[src/rtl/if_fetch_unit_pkg.sv]
// Shared definitions for the instruction-fetch stage: FSM state encoding,
// PC/request-address update selectors and word-alignment helper.
package if_fetch_unit_pkg;

    localparam logic [31:0] NOP_INST_DEF = 32'h0000_0000;
    localparam int unsigned PC_STEP_DEF  = 4;

    typedef enum logic [1:0] {
        IF_IDLE  = 2'd0,
        IF_REQ   = 2'd1,
        IF_HOLD  = 2'd2,
        IF_FLUSH = 2'd3
    } if_state_e;

    typedef enum logic [1:0] {
        PC_KEEP   = 2'd0,
        PC_NEXT   = 2'd1,
        PC_TARGET = 2'd2
    } pc_op_e;

    typedef enum logic [1:0] {
        RA_KEEP    = 2'd0,
        RA_FROM_PC = 2'd1,
        RA_TARGET  = 2'd2
    } req_op_e;

    // Branch targets are word addresses; the low two bits are discarded.
    function automatic logic [31:0] align_word(input logic [31:0] addr);
        return {addr[31:2], 2'b00};
    endfunction

endpackage

[src/rtl/if_fetch_unit_pc_reg.sv]
// Program counter and in-flight request address registers, with the
// sequential increment and branch-target alignment the fetch FSM selects.
module if_fetch_unit_pc_reg
    import if_fetch_unit_pkg::*;
#(
    parameter logic [31:0] RESET_PC = 32'h0000_0000,
    parameter int unsigned PC_STEP  = PC_STEP_DEF
) (
    input  logic        clock,
    input  logic        reset,
    input  pc_op_e      pc_op,
    input  req_op_e     req_op,
    input  logic [31:0] branch_target,
    output logic [31:0] req_addr,
    output logic [31:0] req_addr_next
);

    localparam logic [31:0] STEP = 32'(PC_STEP);

    logic [31:0] pc;
    logic [31:0] target_aligned;

    assign target_aligned = align_word(branch_target);
    // Wraps modulo 2^32 by construction of the 32-bit adder.
    assign req_addr_next  = req_addr + STEP;

    always_ff @(posedge clock or posedge reset) begin
        if (reset) begin
            pc       <= RESET_PC;
            req_addr <= RESET_PC;
        end else begin
            case (pc_op)
                PC_NEXT:   pc <= req_addr_next;
                PC_TARGET: pc <= target_aligned;
                default:   pc <= pc;
            endcase
            case (req_op)
                RA_FROM_PC: req_addr <= pc;
                RA_TARGET:  req_addr <= target_aligned;
                default:    req_addr <= req_addr;
            endcase
        end
    end

endmodule

[src/rtl/if_fetch_unit.sv]
// Instruction-fetch stage: owns the PC, runs the imem req/ack handshake and
// presents Inst / PC_addr_out to IF/ID under PCWrite stall and branch flush.
module if_fetch_unit
    import if_fetch_unit_pkg::*;
#(
    parameter logic [31:0] RESET_PC = 32'h0000_0000,
    parameter int unsigned PC_STEP  = PC_STEP_DEF,
    parameter logic [31:0] NOP_INST = NOP_INST_DEF
) (
    input  logic        clock,
    input  logic        reset,
    input  logic        PCWrite,
    input  logic        branchtakken,
    input  logic [31:0] branch_target,
    output logic        imem_req,
    output logic [31:0] imem_addr,
    input  logic        imem_ack,
    input  logic [31:0] imem_rdata,
    output logic [31:0] Inst,
    output logic [31:0] PC_addr_out,
    output logic        fetch_valid
);

    if_state_e   state;
    if_state_e   state_next;
    pc_op_e      pc_op;
    req_op_e     req_op;
    logic        load_inst;
    logic        drop_inst;
    logic [31:0] req_addr;
    logic [31:0] req_addr_next;

    if_fetch_unit_pc_reg #(
        .RESET_PC (RESET_PC),
        .PC_STEP  (PC_STEP)
    ) u_pc_reg (
        .clock         (clock),
        .reset         (reset),
        .pc_op         (pc_op),
        .req_op        (req_op),
        .branch_target (branch_target),
        .req_addr      (req_addr),
        .req_addr_next (req_addr_next)
    );

    assign imem_addr = req_addr;

    always_ff @(posedge clock or posedge reset) begin
        if (reset) begin
            state <= IF_IDLE;
        end else begin
            state <= state_next;
        end
    end

    always_comb begin
        state_next = state;
        case (state)
            IF_IDLE: state_next = IF_REQ;
            IF_REQ: begin
                if (imem_ack) begin
                    state_next = branchtakken ? IF_REQ : IF_HOLD;
                end else if (branchtakken) begin
                    state_next = IF_FLUSH;
                end
            end
            IF_HOLD: begin
                if (branchtakken || !PCWrite) begin
                    state_next = IF_REQ;
                end
            end
            IF_FLUSH: begin
                if (imem_ack) begin
                    state_next = IF_REQ;
                end
            end
            default: state_next = IF_IDLE;
        endcase
    end

    // A branch while the request is still outstanding only retargets the PC;
    // req_addr stays put so the memory sees a stable address until it acks.
    always_comb begin
        pc_op     = PC_KEEP;
        req_op    = RA_KEEP;
        load_inst = 1'b0;
        drop_inst = 1'b0;
        case (state)
            IF_REQ: begin
                if (branchtakken) begin
                    pc_op = PC_TARGET;
                    if (imem_ack) begin
                        req_op = RA_TARGET;
                    end
                end else if (imem_ack) begin
                    load_inst = 1'b1;
                    pc_op     = PC_NEXT;
                end
            end
            IF_HOLD: begin
                if (branchtakken) begin
                    drop_inst = 1'b1;
                    pc_op     = PC_TARGET;
                    req_op    = RA_TARGET;
                end else if (!PCWrite) begin
                    drop_inst = 1'b1;
                    req_op    = RA_FROM_PC;
                end
            end
            IF_FLUSH: begin
                if (branchtakken) begin
                    pc_op = PC_TARGET;
                end
                if (imem_ack) begin
                    req_op = branchtakken ? RA_TARGET : RA_FROM_PC;
                end
            end
            default: begin
                pc_op = PC_KEEP;
            end
        endcase
    end

    // imem_req is a flop so no input reaches the memory port combinationally.
    always_ff @(posedge clock or posedge reset) begin
        if (reset) begin
            imem_req <= 1'b0;
        end else begin
            imem_req <= (state_next == IF_REQ) || (state_next == IF_FLUSH);
        end
    end

    always_ff @(posedge clock or posedge reset) begin
        if (reset) begin
            Inst        <= NOP_INST;
            PC_addr_out <= 32'h0000_0000;
            fetch_valid <= 1'b0;
        end else if (load_inst) begin
            Inst        <= imem_rdata;
            PC_addr_out <= req_addr_next;
            fetch_valid <= 1'b1;
        end else if (drop_inst) begin
            Inst        <= NOP_INST;
            fetch_valid <= 1'b0;
        end
    end

endmodule

[config.mk]
export PLATFORM = sky130hd
export DESIGN_NAME = if_fetch_unit
export DESIGN_NICKNAME = d
export VERILOG_FILES = /design/src/rtl/if_fetch_unit_pkg.sv /design/src/rtl/if_fetch_unit_pc_reg.sv /design/src/rtl/if_fetch_unit.sv
export SDC_FILE = /design/constraint.sdc
export NUM_CORES = 1
export LEC_CHECK = 0
export CAP_MARGIN = 0
export CORE_UTILIZATION = 50
export CTS_BUF_LIST = sky130_fd_sc_hd__clkbuf_4 sky130_fd_sc_hd__clkbuf_8
export CTS_CLUSTER_SIZE = 8
export DETAILED_ROUTE_END_ITERATION = 8
export HOLD_SLACK_MARGIN = 0.08
export PLACE_DENSITY = 0.88
export SETUP_SLACK_MARGIN = 0.2
export SYNTH_ARGS = -nofsm -noshare
export SYNTH_HDL_FRONTEND = slang
export SYNTH_SLANG_ARGS = --single-unit
[constraint.sdc]
create_clock -name clock -period 5.5 [get_ports clock]
set_input_delay 1.1 -clock clock [delete_from_list [all_inputs] [get_ports clock]]
set_output_delay 1.1 -clock clock [all_outputs]
set_load 0.01 [all_outputs]
Word level (Yosys, flattened, before mapping)
Index checks and enable logic that the tools add are counted.
Widths: inputs -> output; s select.
- bits in registers: 132
- bits in latches: 0
- bits in writable memories: 0
- memory bits (read-only): 0
- input port bits: 69
- output and inout bits: 98
- word-level logic and storage cells: 54
- memories kept: 0
- $add $sub $neg: 1
- multiply operators: 0
- div/mod/pow operators: 0
- $lt $le $gt $ge: 0
- equal/unequal tests: 9
- shifts and indexed selects: 0
- mux-type cells: 29
- bitwise gates (word level): 0
- reductions and logical operators: 8
- operators by type and width (operator ; count):
    $pmux 32 s2 ; 2
    $mux 32 ; 2
    $add 32x3->32 const B ; 1
    $mux 2 ; 12
    $eq 2x2->1 const B ; 5
    $mux 1 ; 10
    $eq 2x1->1 const B ; 4
    $pmux 2 s4 ; 1
    $pmux 2 s3 ; 1
    $reduce_bool 2->1 ; 3
    $pmux 2 s2 ; 1
    $logic_not 2->1 ; 1
    $logic_or 1x1->1 ; 2
    $reduce_or 2->1 ; 1
    $logic_not 1->1 ; 1

Longest topological paths before layout
- word-level depth: 6
- gate-level depth with buffers: 12

Cells and area by module
A second synthesis with hierarchy kept.
- cell total of the unflattened synthesis: 540
- area total of the unflattened synthesis: 6261.0 um2
- modules (own cells, without submodules) (module ; times used ; cells an instance ; area each (um2) ; seq. area each (um2)):
    if_fetch_unit_pc_reg ; 1 ; 370 ; 3572.2 ; 1601.5
    if_fetch_unit ; 1 ; 170 ; 2688.8 ; 1701.6

Worst setup path after synthesis
OpenSTA, ideal clock, no wires.
- kind: input-to-reg
- start point: input port branchtakken
- end point: register u_pc_reg.pc[28]
- library setup time: 95 ps
- arrival time: 3077 ps
- data required time: 5405 ps
- slack: 2328 ps
- stages on the path: 10
- path through: nor3_1 -> and2_1 -> clkbuf_1 -> clkinv_1 -> ha_1 -> clkbuf_1 -> clkbuf_1 -> buf_1 -> nand2_1 -> o31ai_1
- cells in the longest elaborated chain, start to end: 4
- ends and longest elaborated chain (what ; line ; RTL):
    from (decl) ; if_fetch_unit.sv:13 ; input logic branchtakken,
    $mux 2 (on tied branches) ; if_fetch_unit.sv:90, if_fetch_unit.sv:101, if_fetch_unit.sv:111 ;
    $pmux 2 s2 (*) ; if_fetch_unit.sv:88 ; case (state)
    $eq 2x2->1 or $eq 2x1->1 (tied branches) ; if_fetch_unit_pc_reg.sv:32 ; case (pc_op)
    $pmux 32 s2 or $reduce_bool 2->1 (tied branches) ; -- ;
    to (signal assigned) ; if_fetch_unit_pc_reg.sv:33 ; PC_NEXT: pc <= req_addr_next;
    to (signal assigned) ; if_fetch_unit_pc_reg.sv:34 ; PC_TARGET: pc <= target_aligned;
    to (signal assigned) ; if_fetch_unit_pc_reg.sv:35 ; default: pc <= pc;
    to (decl) ; if_fetch_unit_pc_reg.sv:20 ; logic [31:0] pc;
Mark *: on every way between the ends. The rest lies on a longest branch, timed or not.
A chain may end at the register's enable or synchronous reset.

Worst setup path after layout
- start point: input port branchtakken
- end point: register u_pc_reg.pc[31]
Same word-level chain as after synthesis.

==> reports/results.ini <==
[status]
status = finished clean

[clock_network]
clockBufferDepth = 2
path_clk_slew_ns = 0.08
cts_tree = yes
cts.sinks = 132
cts_resized = 0
cts_hold_buf = 0
worstSkewPairLatency_ns = 0.44
h-tree-depth = 4
post_cts_buffers = 0
clockRootBuffer = clkbuf_8
numCtsBuffers = 17

[timing]
final-hold-violation-count = 0
period_minus_slack_ns = 4.27
skew_ns = 0.0139
max_freq_mhz = 234
fin_crit_sh_pct = 77.6
relSlewSlack_pct = 25.5
worst_pin_slew_ns = 1.12
finalSetupTns_ns = 0
grt_setup_unrepaired = false
finalSetupViolCount = 0
maxSlewViolCount = 0

[placed_design]
place_area_um2 = 7950
port_buffers = 164
dpl.hpwl_mm = 11.3
dp_cells = 955
globalplace.congestion = 0.828

[min_path]
min_to = u_pc_reg.pc[19]
hold_path_depth = 2
hp-class = reg -> reg
min-delay-start = u_pc_reg.pc[19]

[logic_synthesis]
syn_area_per_cell_um2 = 9.40
synth.distinct_cells = 43
ys_top_cells_by_area = dfrtp_1, nand2_1, o21ai_0
synthCells = 665
synth_area_um2 = 6250
ys_seq_elements = 132
synth_top_area_share_pct = 52.9
synth_nets = 737
synth.area.mux_share_pct = 8.37
synth_top_area_cell = dfrtp_1
synth-xor-area-share_pct = 3.36
synth-compound-area-share_pct = 11.6
synthSimpleGateAreaFrac_pct = 19.5
synthAdderAreaFrac_pct = 0.601
yosysSeqAreaShare_pct = 52.9
synth_top_family_by_area = simple AND/OR/NAND/NOR gates
synth_flop_cell = dfrtp_1
synthArstFlopShare_pct = 100
synth_edf_count = 0
synth_warnings = 0

[global_route]
grt_use_total_pct = 26.0
antenna_found_initial = 0
grt_max_degree = 67
grt_overflow = 0
grt_pass1_vias = 5296
grt_pass1_wl_mm = 26.2

[route]
drtIter0Drc = 435
wire_per_inst_um = 16.7
vias_per_cell = 5.48
routed_wirelength_mm = 16.4
drc = 0
final_antenna_net_count = 0
drtPass1Iterations = 8
num_vias = 5408

[critical_path]
path_class = in -> reg
ff2ff_path_depth = 8
cp-end-kind = flip-flop
critPathArrivalTime_ns = 4.60
r2r_start = state[1]
worst_setup_path_start_kind = input pin
critical_path_required_ns = 5.83
r2r-end = u_pc_reg.pc[31]
critPathMaxFanout = 66
r2r_slack_ns = 2.01

[floorplanning]
core_um2 = 12100
ios = 167
fp.dieH_um = 114
die_w_um = 114
start_util_pct = 51.6
dieArea_um2 = 13000
rows = 40

[power_and_ir_drop]
leakagePower_nw = 3.46
power_density_nw_per_um2 = 482
vdd_drop_max_v = 0.000261

[cells_and_area]
finalNonFillerCells = 987
area_growth_pct = 33.8
drive_above_1_share_pct = 7.33
antenna_cells = 0
nets = 878
fin_area_um2 = 8360

[job]
drv_cap = 0

[critical path, stage by stage]
cell and delay [ns]:
clkdlybuf4s50_1 0.51, nor3_1 0.32, and2_4 0.55, clkinv_1 0.42, ha_2 1.03, buf_4 0.34, nor2_1 0.07, a21oi_1 0.13
o31ai_1 0.09
[layer usage]
layer,global-route usage [%],vias to the layer above,part of all wire [%],wire (um)
met1,34.7,2588,44,7250
met5,0,-,0,0
met3,6.00,37,7.3,1200
met2,41.0,242,46,7560
met4,11.4,0,2.7,438
li1,-,2541,-,-
[cell type report]
type,instances,area [um^2]
inverters,11,43.8
well taps,168,210
clock buffers,22,278
repair buffers,168,1670
flip-flops and latches,132,3300
fillers,943,3750
multi-input cells,476,2720
clock inverters,10,131
[metrics by stage]
| stage | util, % | power (mW) | setup slack [ns] | hold WS, ns |
|---|---|---|---|---|
| CTS | 69.0 | 4.04 | 1.25 | 0.491 |
| detailed placement | 65.6 | 3.19 | 0.805 | 0.474 |
| finish | 69.0 | 4.03 | 1.23 | 0.490 |
| global route | 69.0 | 4.26 | 0.911 | 0.508 |
| global placement | 65.6 | 3.12 | 0.946 | 0.464 |
| floorplan | - | 2.34 | 0.874 | 0.451 |
[cells by family (layout without fill, tap and decap cells)]
group / count (synthesis) / in the layout
compound gates: 131 / 131
fa+ha+maj: 3 / 3
flops: 132 / 132
simple gates: 267 / 267
buf+inv: 57 / 211
mux: 51 / 51
xor+xnor: 24 / 24
[power breakdown]
part,switching [mW],internal [mW]
combinational,0.696,0.813
clock,0.363,0.477
sequential,0.344,1.34
total,1.40,2.63
[worst max-delay path by stage]
| stage | end | slack (ns) | startpoint | cells after the start |
|---|---|---|---|---|
| final | u_pc_reg.pc[31] | 1.23 | branchtakken | 9 |
| after global routing | u_pc_reg.pc[31] | 0.91 | branchtakken | 9 |
| after CTS | u_pc_reg.pc[2] | 1.25 | branchtakken | 7 |
| after detailed placement | u_pc_reg.pc[2] | 0.81 | branchtakken | 7 |
| after global placement | u_pc_reg.pc[2] | 0.95 | branchtakken | 7 |
| after floorplan | Inst[0] | 0.87 | reset | 1 |
[cells in the final DEF, fill, tap and decap left out, types with 3 or more instances in the layout]
master,instances
clkbuf_8,18
bufinv_16,3
nand4_1,10
nand3_1,9
mux2_2,10
xor2_1,6
buf_4,4
nor3_1,13
a21oi_1,27
mux2i_1,41
nand2_1,150
o31ai_1,5
o21ai_0,84
nand3b_1,4
nor2_1,45
clkbuf_4,4
dfrtp_1,132
and3_1,3
o31a_1,3
clkinv_2,5
inv_1,9
nor4_1,4
o221ai_1,6
clkdlybuf4s50_1,164
nor2b_1,5
xnor2_1,18
and4_1,4
nand2b_1,5
[Yosys cell counts, types with 6 or more instances]
cell	n
o221ai_1	6
nor2_1	45
mux2i_1	41
nand2_1	150
a21oi_1	27
mux2_2	10
nand3_1	9
xor2_1	6
dfrtp_1	132
nor3_1	13
nand4_1	10
inv_1	10
o21ai_0	84
clkbuf_1	38
xnor2_1	18
[flip-flops by register name, indices dropped and copies added, names as in the netlist]
name,cells
Inst,32
PC_addr_out,32
fetch_valid,1
imem_req,1
state,2
u_pc_reg.pc,32
u_pc_reg.req_addr,32
No activity file was read; power rests on OpenSTA's default activity.
